==> src/rtl/alu_seq.sv <==
// alu_seq: sequential ALU with a valid/ready request side and a valid/ready result side.
// Latency: one cycle after accept for single-cycle ops. MUL, and DIV/REM when built, take
// WIDTH+1 cycles.
// Backpressure: in_ready only in IDLE. Results are held in DONE until out_ready.
// Optional feature: define ALU_SEQ_DIV_EN to build DIV/REM (restoring divider). Without it
// modes 9/10 are illegal.
// Ports: clk, rst (sync, active-high); in_valid/in_ready, a, b, sel_mode (request);
//        out_valid/out_ready, result, result_hi, carry, zero, err (response).
module alu_seq #(
  parameter int WIDTH = 32
) (
  input  logic             clk,
  input  logic             rst,
  input  logic             in_valid,
  output logic             in_ready,
  input  logic [WIDTH-1:0] a,
  input  logic [WIDTH-1:0] b,
  input  logic [3:0]       sel_mode,
  output logic             out_valid,
  input  logic             out_ready,
  output logic [WIDTH-1:0] result,
  output logic [WIDTH-1:0] result_hi,
  output logic             carry,
  output logic             zero,
  output logic             err
);
  localparam int CW = $clog2(WIDTH);
  localparam logic [3:0] M_ADD = 4'd0, M_SUB = 4'd1, M_AND = 4'd2, M_OR  = 4'd3,
                         M_XOR = 4'd4, M_SLL = 4'd5, M_SRL = 4'd6, M_MUL = 4'd7,
                         M_SRA = 4'd8;
`ifdef ALU_SEQ_DIV_EN
  localparam logic [3:0] M_DIV = 4'd9, M_REM = 4'd10;
`endif

  typedef enum logic [1:0] {IDLE, BUSY, DONE} state_t;
  state_t state, state_n;

  logic               accept, last;
  logic [CW-1:0]      cnt, sh;
  logic [WIDTH-1:0]   op_r;          // multiplicand (MUL) or divisor (DIV/REM)
  logic [2*WIDTH-1:0] prod, step;    // {hi, lo} working register of the iterative unit
  logic [WIDTH:0]     mul_sum, sum_ext;
  logic [WIDTH-1:0]   res_q, hi_q, sc_res;
  logic               carry_q, err_q, sc_carry, sc_err, is_multi;
`ifdef ALU_SEQ_DIV_EN
  logic               div_sel;
  logic [3:0]         mode_r;
  logic [WIDTH:0]     rem_sh, diff;
`endif

  assign accept = in_valid && in_ready;
  assign last   = (cnt == CW'(WIDTH - 1));

  // Single-cycle datapath, evaluated straight from the request inputs.
  always_comb begin
    sh       = b[CW-1:0];
    sc_res   = '0;
    sc_carry = 1'b0;
    sc_err   = 1'b0;
    is_multi = 1'b0;
    sum_ext  = '0;
`ifdef ALU_SEQ_DIV_EN
    div_sel  = 1'b0;
`endif
    case (sel_mode)
      M_ADD: begin
        sum_ext  = {1'b0, a} + {1'b0, b};
        sc_res   = sum_ext[WIDTH-1:0];
        sc_carry = sum_ext[WIDTH];
      end
      M_SUB: begin
        // Bit WIDTH of the extended difference is the borrow (a < b).
        sum_ext  = {1'b0, a} - {1'b0, b};
        sc_res   = sum_ext[WIDTH-1:0];
        sc_carry = sum_ext[WIDTH];
      end
      M_AND: sc_res = a & b;
      M_OR:  sc_res = a | b;
      M_XOR: sc_res = a ^ b;
      M_SLL: sc_res = a << sh;
      M_SRL: sc_res = a >> sh;
      M_SRA: sc_res = $unsigned($signed(a) >>> sh);
      M_MUL: is_multi = 1'b1;
`ifdef ALU_SEQ_DIV_EN
      M_DIV, M_REM: begin
        is_multi = 1'b1;
        div_sel  = 1'b1;
        sc_err   = (b == '0);
      end
`endif
      default: sc_err = 1'b1;
    endcase
  end

  // One iteration of the multi-cycle unit.
  always_comb begin
    // Shift-add: conditionally add the multiplicand to the upper half, then shift right.
    mul_sum = {1'b0, prod[2*WIDTH-1:WIDTH]} + (prod[0] ? {1'b0, op_r} : '0);
    step    = {mul_sum, prod[WIDTH-1:1]};
`ifdef ALU_SEQ_DIV_EN
    // Restoring division: the upper half is the partial remainder, the lower half shifts
    // the dividend out and the quotient in. A zero divisor always succeeds, which gives
    // an all-ones quotient and remainder = a without special casing.
    rem_sh = prod[2*WIDTH-1:WIDTH-1];
    diff   = rem_sh - {1'b0, op_r};
    if (mode_r != M_MUL) begin
      if (diff[WIDTH]) step = {rem_sh[WIDTH-1:0], prod[WIDTH-2:0], 1'b0};
      else             step = {diff[WIDTH-1:0],  prod[WIDTH-2:0], 1'b1};
    end
`endif
  end

  always_ff @(posedge clk) begin
    if (rst) state <= IDLE;
    else     state <= state_n;
  end

  always_comb begin
    state_n   = state;
    in_ready  = 1'b0;
    out_valid = 1'b0;
    case (state)
      IDLE: begin
        in_ready = 1'b1;
        if (in_valid) state_n = is_multi ? BUSY : DONE;
      end
      BUSY: if (last) state_n = DONE;
      DONE: begin
        out_valid = 1'b1;
        if (out_ready) state_n = IDLE;
      end
      default: state_n = IDLE;
    endcase
  end

  always_ff @(posedge clk) begin
    if (rst) begin
      cnt     <= '0;
      op_r    <= '0;
      prod    <= '0;
      res_q   <= '0;
      hi_q    <= '0;
      carry_q <= 1'b0;
      err_q   <= 1'b0;
`ifdef ALU_SEQ_DIV_EN
      mode_r  <= '0;
`endif
    end else if (accept) begin
      cnt     <= '0;
      res_q   <= sc_res;
      hi_q    <= '0;
      carry_q <= sc_carry;
      err_q   <= sc_err;
`ifdef ALU_SEQ_DIV_EN
      mode_r  <= sel_mode;
      op_r    <= div_sel ? b : a;
      prod    <= {{WIDTH{1'b0}}, (div_sel ? a : b)};
`else
      op_r    <= a;
      prod    <= {{WIDTH{1'b0}}, b};
`endif
    end else if (state == BUSY) begin
      cnt  <= cnt + CW'(1);
      prod <= step;
      if (last) begin
`ifdef ALU_SEQ_DIV_EN
        case (mode_r)
          M_MUL: begin
            res_q <= step[WIDTH-1:0];
            hi_q  <= step[2*WIDTH-1:WIDTH];
          end
          M_DIV:   res_q <= step[WIDTH-1:0];
          default: res_q <= step[2*WIDTH-1:WIDTH];
        endcase
`else
        res_q <= step[WIDTH-1:0];
        hi_q  <= step[2*WIDTH-1:WIDTH];
`endif
      end
    end
  end

  // All result outputs read as zero unless a result is being presented.
  assign result    = out_valid ? res_q : '0;
  assign result_hi = out_valid ? hi_q  : '0;
  assign carry     = out_valid && carry_q;
  assign err       = out_valid && err_q;
  assign zero      = out_valid && (res_q == '0);
endmodule
==> config.mk <==
export PLATFORM = sky130hd
export DESIGN_NAME = alu_seq
export DESIGN_NICKNAME = d
export VERILOG_FILES = /design/src/rtl/alu_seq.sv
export SDC_FILE = /design/constraint.sdc
export NUM_CORES = 1
export LEC_CHECK = 0
export CORE_UTILIZATION = 30
export DETAILED_ROUTE_END_ITERATION = 6
export PLACE_DENSITY = 0.49
export SLEW_MARGIN = 20
export SYNTH_ARGS = -nofsm -noshare
export SYNTH_HDL_FRONTEND = slang
export SYNTH_SLANG_ARGS = --single-unit
==> constraint.sdc <==
create_clock -name clk -period 4.84 [get_ports clk]
set_clock_uncertainty 0.2 [all_clocks]
set_input_delay 0.484 -clock clk [delete_from_list [all_inputs] [get_ports clk]]
set_output_delay 0.484 -clock clk [all_outputs]
set_load 0.01 [all_outputs]
Yosys cells after proc, flatten, opt, wreduce, memory -nomap -nowiden --
Index checks and enable logic that the tools add are counted.
Storage, ports and cells: flip-flop bits (word level) 169, input bits 72, output and inout bits 69
Operators by class: add/subtract/negate cells 4, equal/unequal tests 14, shift operators 3, muxes and demuxes 19, bitwise logic cells 3, reductions and logical operators 14
Operators by type and width (count):
- 2-to-1 mux 32 bit | 8
- one-hot mux 32 bit (8 select lines) | 1
- adder 32 x 32 -> 33 bit | 2
- subtractor 32 x 32 -> 33 bit | 1
- AND 32 bit | 1
- logical NOT 32 bit | 1
- bitwise OR 32 bit | 1
- left shift 32 x 5 -> 32 bit | 1
- right shift 32 x 5 -> 32 bit | 1
- >>> shifter 32 x 5 -> 32 bit | 1
- XOR 32 bit | 1
- equality test 4 x 3 -> 1 bit (second input constant) | 4
- OR reduction 9 bit | 1
- equality test 4 x 2 -> 1 bit (second input constant) | 2
- 2-to-1 mux 2 bit | 4
- inequality test 2 bit (second input constant) | 3
- one-hot mux 2 bit (3 select lines) | 1
- adder 5 x 1 -> 5 bit (second input constant) | 1
- equality test 5 bit (second input constant) | 1
- equality test 4 x 1 -> 1 bit (second input constant) | 1
- equality test 4 bit (second input constant) | 1
- logical AND 1 bit | 4
- logical NOT 4 bit | 1
- 2-to-1 mux 1 bit | 4
- other kinds (8) | 10

Longest topological paths before layout --
Gate-level depths: netlist of run 1.
depth after elaboration 5, mapped depth 15

Least setup slack after synthesis of run 1 --
No wires, ideal clock.
kind input port to flip-flop, start input port b[2], end register res_q[29], arrival time 3.534 ns, required time 4.578 ns, setup slack 1.044 ns, stages 14, buffers on the path 3, path through clkbuf_1 inv_2 buf_2 clkbuf_1 ha_1 o21ai_0 nor2_1 o41ai_4 o311ai_4 a32oi_4 o21ai_2 o311a_1 or3_1 nand3_1
On the way: cells in the longest elaborated chain, start to end 3, elaborated cells on any way between the ends 7, those cells by class 2 x add/sub; 3 x shift; 2 x mux
Ends and longest elaborated chain:
- start, declared | RTL line 17 | input logic [WIDTH-1:0] b,
- subtractor 32 x 32 -> 33 bit, or another cell as far along | RTL line 73 | sum_ext = {1'b0, a} - {1'b0, b};
- one-hot mux 32 bit (8 select lines) * | RTL line 65 | case (sel_mode)
- 2-to-1 mux 32 bit * | RTL line 148 | end else if (accept) begin
- end signal, assigned | RTL line 150 | res_q <= sc_res;
- end signal, assigned | RTL line 176 | res_q <= step[WIDTH-1:0];
- end, declared | RTL line 43 | logic [WIDTH-1:0] res_q, hi_q, sc_res;
Mark *: on every way between the ends. The rest lies on a longest branch, timed or not. A chain may end at the register's enable or synchronous reset.

Worst setup path in the final report of run 1 --
start input port a[2], end register res_q[30]
On the way: cells in the longest elaborated chain, start to end 3, elaborated cells on any way between the ends 7, those cells by class 2 x add/sub; 3 x shift; 2 x mux
Ends and longest elaborated chain:
- start, declared | RTL line 16 | input logic [WIDTH-1:0] a,
- subtractor 32 x 32 -> 33 bit, or another cell as far along | RTL line 73
- one-hot mux 32 bit (8 select lines) * | RTL line 65
- 2-to-1 mux 32 bit * | RTL line 148
Marks and branches as above.

==> results of run 1 <==
==> routing by layer <==
layer | up-vias | routed length, um | global-route usage | part of all wire
li1 | 9055 | - | - | -
met1 | 9529 | 37600 | 0.372 | 0.43
met2 | 880 | 39700 | 0.463 | 0.45
met3 | 155 | 6460 | 0.0547 | 0.073
met4 | 0 | 4220 | 0.129 | 0.048
met5 | - | 0 | 0 | 0
==> state kept, by name (all words and copies together), names as in the netlist <==
signal / flops
prod: 64
hi_q: 32
op_r: 32
res_q: 32
cnt: 5
state: 2
carry_q: 1
err_q: 1
==> layout by cell type (no fill, tap or decap), types with 54 or more instances in the layout <==
cell type        netlist  routed
and2_1               109     108
dfxtp_1              169     169
nand2_1              306     303
inv_1                101     101
a211oi_1              54      54
o21ai_0              112     111
nor2_1               266     265
clkdlybuf4s50_1        0     134
a21oi_1              257     257
buf_4                  7     117
ha_1                 139     139
==> kinds of logic (layout without fill, tap and decap cells) <==
group | count (synthesis) | after routing | share of synthesized area
AO/OA/AOI/OAI | 794 | 794 | 0.294
XOR/XNOR | 42 | 42 | 0.0206
buffers and inverters | 294 | 394 | 0.0717
multiplexers | 96 | 96 | 0.0857
flip-flops | 169 | 169 | 0.189
adder cells (fa/ha/maj) | 142 | 142 | 0.101
other | 0 | 2 | 0
AND/OR/NAND/NOR | 908 | 908 | 0.238
==> worst max-delay path by stage <==
stage,to,slack [ps],cells after the start
after global placement,res_q[21],540,12
after detailed placement,res_q[31],520,12
after floorplan,res_q[29],1040,14
after global routing,res_q[31],770,12
final,res_q[30],940,12
after CTS,res_q[31],1050,12
==> Yosys cell counts, types with 17 or more instances <==
cell type	n	area, sq um
nand2_1	306	1150
nor2_1	266	998
a21oi_1	257	1290
dfxtp_1	169	3380
ha_1	139	1740
clkbuf_1	120	450
o21ai_0	112	561
and2_1	109	682
inv_1	101	379
a211oi_1	54	405
a22oi_1	53	398
mux2i_1	45	450
mux4_2	45	1010
nand3_1	39	195
nor3_1	36	180
o211ai_1	35	263
xnor2_1	28	245
a31oi_1	27	169
a21o_1	26	195
o21ai_1	24	120
buf_1	23	86.3
a221oi_1	22	193
nor4_1	22	138
o22ai_1	22	138
buf_2	21	105
nor2b_1	19	119
nand2b_1	17	106
o21a_1	17	128
==> power groups by stage <==
stage	clock network (mW)	registers [mW]	logic, mW
floorplan	0	1.51	0.948
global placement	0	1.54	1.57
detailed placement	0	1.54	1.56
CTS	1.55	1.51	1.57
global route	1.60	1.52	1.70
finish	1.51	1.51	1.60
==> final cells by class <==
cell class              instances  area [sq um]  area share
well taps                     773           967      0.0463
diodes                          2          5.00    0.000239
clock inverters                15           203     0.00970
clock buffers                  17           425      0.0204
inverters                     106           398      0.0190
multi-input cells            1982         13300       0.634
repair buffers                256          2260       0.108
flip-flops and latches        169          3380       0.162
==> run_results.csv, run 1 <==
group,metric,value,unit
global_route,grt_pass1_wl,129000,um
placement,pre_cts_slack,519,ps
flow_run,cap_violations,0,
routing,vias_per_cell,5.91,
logic_synthesis,ys_ff_latch,169,
clock_network,cts_buffers,17,
critical_path,cp_top_family,"compound AO/OA/AOI/OAI gates",
critical_path,path_common_cell,"inv_1",
placement,io_buffers,140,
worst_hold_path,hold_depth,2,
sta,setup_tns,0,ps
floorplanning,io_pins,141,
critical_path,r2r-end,"hi_q[23]",
pwr,p_seq_frac,0.327,
routing,routedWlPerCell,26.5,um
pwr,p_per_area,221,mW/mm^2
routing,ant_nets,0,
placement,place_congestion,1.01,
sta,timing.final.ws_setup,939,ps
logic_synthesis,synthFlopType,"dfxtp_1",
critical_path,cp_slowest_cell,"clkdlybuf4s50_1",
clock_network,cts_hold_buf,0,
layout,final_nets,2746,
floorplanning,fp.dieArea,0.0606,sq mm
global_route,grt_pass1_vias,18900,
logic_synthesis,synth_edf_count,0,
critical_path,arrival,4060,ps
critical_path,ff2ff_setup_slack,1180,ps
layout,fin_area,0.0209,sq mm
pwr,switchingPower,1.84,mW
placement,dpl-instance-area,0.0203,sq mm
routing,drt-pass1-iter-count,6,
pwr,power_frac_comb,0.346,
sta,fin_crit,3900,ps
logic_synthesis,yosys_warnings,0,
worst_hold_path,hold_class,"in -> reg",
logic_synthesis,synthCells,2445,
critical_path,cp.required,5000,ps
clock_network,htree_levels,4,
critical_path,critPathLaunch,"a[2]",
layout,drive_gt1_frac,0.102,
critical_path,path_max_fanout,7,
critical_path,cp_cell_sequence,"clkdlybuf4s50_1 > inv_1 > ha_1 > inv_1 > a21oi_1 > o221ai_2 > a2111oi_2 > o31a_1 > o221a_2 > nor2_1 > nor4b_1 > o32ai_1",
sta,final-hold-violation-count,0,
critical_path,max_stage_delay,660,ps
critical_path,crit_path_start_kind,"primary input",
critical_path,worstSetupEndpointType,"flop",
clock_network,clkSinkCount,169,
logic_synthesis,syn_area,0.0179,sq mm
status,outcome,"completed",
clock_network,cts_tree,"yes",
logic_synthesis,yosysSeqAreaShare,0.189,
placement,dp.cells,3286,
routing,drc_errors,0,
global_route,grt_max_degree,73,
floorplanning,fp.dieH,246,um
logic_synthesis,ys_types,106,
pwr,internal_power,2.79,mW
worst_hold_path,hp-start,"rst",
sta,maxSlewHeadroom,0.280,
sta,report.final.slew_viol_count,0,
layout,syn2layout_area_growth,16.9,%
sta,setup_viol,0,
pwr,p_total,4.62,mW
pwr,p_sw_frac,0.397,
floorplanning,start_util,0.303,
sta,rsz0062_at_grt,"no",
worst_hold_path,min_to,"state[1]",
sta,max_slew.worst_pin.slew,1070,ps
global_route,grt_overflow_total,0,
placement,dp_hpwl,68100,um
clock_network,cts-root-buf,"clkbuf_16",
floorplanning,placementRows,89,
sta,fmax,256,MHz
pwr,pwr-share-clk,0.328,
routing,drt-initial-drc-count,2117,
clock_network,post_cts_buffers,0,
critical_path,crit_buf_inv,3,
layout,instances_no_fill,3320,
clock_network,postCtsResizedCells,0,
floorplanning,die_x,246,um
critical_path,r2r-start,"op_r[0]",
global_route,grtUsageTotal,0.288,
critical_path,ff2ff_path_depth,13,
clock_network,clk_pin_slew_worst_paths,80,ps
global_route,antenna_found_initial,3,
logic_synthesis,synth_nets,2659,
sta,whs,183,ps
layout,finish.utilization,0.355,
clock_network,clkLatencyLatePin,490,ps
clock_network,cts_max_path_buffers,2,
critical_path,worstSetupPathType,"in -> reg",
floorplanning,core_area,0.0589,sq mm
logic_synthesis,synthArstFlopShare,0,
sta,min_period_over_period,0.806,
pwr,leakage,8.17,nW
pwr,ir_drop,278,uV
logic_synthesis,synth_area_per_cell,7.31,sq um
layout,fillers,6237,
routing,via_count,19600,
routing,wl,88000,um
Note: power is estimated with default switching activity, not from simulation.
==> run 2, diff against run 1 <==
--- a/config.mk
+++ b/config.mk
@@ -7,7 +7,7 @@
 export LEC_CHECK = 0
 export CORE_UTILIZATION = 30
 export DETAILED_ROUTE_END_ITERATION = 6
-export PLACE_DENSITY = 0.49
+export PLACE_DENSITY = 0.5
 export SLEW_MARGIN = 20
 export SYNTH_ARGS = -nofsm -noshare
 export SYNTH_HDL_FRONTEND = slang
==> constraint.sdc (replaced) <==
create_clock -name clk -period 3.5 [get_ports clk]
set_clock_uncertainty 0.2 [all_clocks]
set_input_delay 0.35 -clock clk [delete_from_list [all_inputs] [get_ports clk]]
set_output_delay 0.35 -clock clk [all_outputs]
set_load 0.01 [all_outputs]
==> run_results.csv, run 2 (synthesis gave the netlist of run 1 again) <==
group,metric,value,unit
floorplanning,fp.dieH,246,um
critical_path,worstSetupEndpointType,"flop",
worst_hold_path,hold_class,"in -> reg",
critical_path,cp_cell_sequence,"clkdlybuf4s50_1 > inv_1 > ha_1 > inv_1 > fa_1 > a21oi_1 > buf_4 > o221ai_2 > a2111oi_2 > buf_4 > o31a_1 > o221a_2 > nor2_1 > nor4b_2 > o32ai_1",
routing,wl,89000,um
critical_path,arrival,3600,ps
layout,largest_reg_flops,64,
layout,instances_no_fill,3646,
floorplanning,io_pins,141,
layout,layout_common_cells,"buf_4, nand2_1, nor2_1",
critical_path,crit_path_start_kind,"primary input",
global_route,grt_overflow_total,0,
critical_path,ff2ff_path_depth,13,
clock_network,clkSinkCount,169,
floorplanning,start_util,0.303,
routing,drc_errors,0,
clock_network,cts_hold_buf,0,
floorplanning,placementRows,89,
routing,drt-initial-drc-count,1757,
sta,maxSlewHeadroom,0.386,
layout,final_nets,3074,
routing,ant_nets,0,
critical_path,max_stage_delay,480,ps
routing,routedWlPerCell,24.4,um
clock_network,clk_pin_slew_worst_paths,80,ps
placement,place_congestion,0.990,
placement,dp_hpwl,70300,um
global_route,grt_max_degree,74,
sta,report.final.slew_viol_count,0,
clock_network,cts_max_path_buffers,2,
sta,fmax,289,MHz
global_route,antenna_found_initial,1,
routing,drt-pass1-iter-count,6,
floorplanning,core_area,0.0589,sq mm
critical_path,cp.required,3650,ps
critical_path,path_max_fanout,3,
critical_path,cp_slowest_cell,"clkdlybuf4s50_1",
layout,syn2layout_area_growth,31.9,%
sta,setup_viol,0,
layout,layout_commonest_cell,"buf_4",
clock_network,clkLatencyLatePin,480,ps
routing,via_count,20800,
placement,io_buffers,140,
pwr,p_per_area,282,mW/mm^2
pwr,ir_drop,389,uV
flow_run,cap_violations,0,
floorplanning,fp.dieArea,0.0606,sq mm
layout,fillers,6120,
clock_network,cts_tree,"yes",
clock_network,cts-root-buf,"clkbuf_16",
clock_network,cts_buffers,17,
sta,setup_tns,0,ps
sta,final-hold-violation-count,0,
global_route,grt_pass1_wl,131000,um
pwr,leakage,9.83,nW
sta,min_period_over_period,0.988,
sta,max_slew.worst_pin.slew,921,ps
layout,drive_gt1_frac,0.211,
layout,n_antenna_cell,0,
clock_network,htree_levels,4,
floorplanning,die_x,246,um
sta,rsz0062_at_grt,"yes",
routing,vias_per_cell,5.70,
global_route,grt_pass1_vias,20100,
status,outcome,"completed",
layout,largest_register,"prod",
worst_hold_path,hold_depth,2,
sta,fin_crit,3460,ps
critical_path,worstSetupPathType,"in -> reg",
global_route,grtUsageTotal,0.290,
placement,dp.cells,3611,
run 2: metrics by stage:
stage / hold slack (ps) / instance area (sq um) / util / power [mW] / setup WS (ps)
after global placement: 239 / 22800 / 0.387 / 4.68 / -455
after global routing: 92.1 / 23600 / 0.400 / 6.94 / -52.0
after floorplan: 227 / 17900 / - / 3.39 / 13.7
after detailed placement: 241 / 22800 / 0.387 / 4.67 / -532
final: 117 / 23600 / 0.400 / 6.65 / 41.8
after CTS: 77.3 / 23400 / 0.398 / 6.62 / 22.1
run 2: worst max-delay path: cells and delay by family:
family                   cells  cell delay, ps
buffers and inverters        5             990
AND/OR/NAND/NOR              2             340
AO/OA/AOI/OAI                6            1340
adder cells (fa/ha/maj)      2             550
run 2: worst paths after layout:
path | to | slack [ps] | start
min | prod[20] | 120 | rst
min reg2reg | hi_q[12] | 250 | hi_q[12]
max | res_q[30] | 40 | a[0]
max reg2reg | prod[56] | 160 | prod[0]
run 2: what timing repair did:
action / CTS / global route
endpoints found under the setup margin: 3 / 19
pin swaps: 2 / 7
resized for setup: 2 / 28
buffers inserted: 2 / 1
run 2: where the power goes:
part / total [mW] / switching (mW) / leakage [nW] / internal (mW)
clock: 1.94 / 0.992 / 0.278 / 0.949
combinational: 2.62 / 1.53 / 8.17 / 1.09
sequential: 2.09 / 0.0852 / 1.38 / 2.00
run 2: area by class of cell:
type                            count  area [sq um]  area share
Tap cell                          773           967      0.0410
Clock buffer                       17           425      0.0180
Multi-Input combinational cell   1982         13400       0.568
Timing Repair Buffer              584          4850       0.206
Inverter                          106           399      0.0169
Sequential cell                   169          3380       0.144
Clock inverter                     15           154     0.00653
run 2: routing by layer:
layer | vias to the layer above | routed length, um | global-route usage
li1 | 9712 | - | -
met2 | 928 | 40600 | 0.470
met5 | - | 0 | 0
met1 | 10000 | 39000 | 0.384
met4 | 0 | 2870 | 0.0999
met3 | 125 | 6600 | 0.0489
==> run 3, diff against run 2 <==
--- a/config.mk
+++ b/config.mk
@@ -6,6 +6,7 @@
 export NUM_CORES = 1
 export LEC_CHECK = 0
 export CORE_UTILIZATION = 30
+export CTS_CLUSTER_SIZE = 12
 export DETAILED_ROUTE_END_ITERATION = 6
 export PLACE_DENSITY = 0.5
 export SLEW_MARGIN = 20
==> results of run 3 <==
Same layout as run 2: the final DEF is identical, and so are final timing and power.
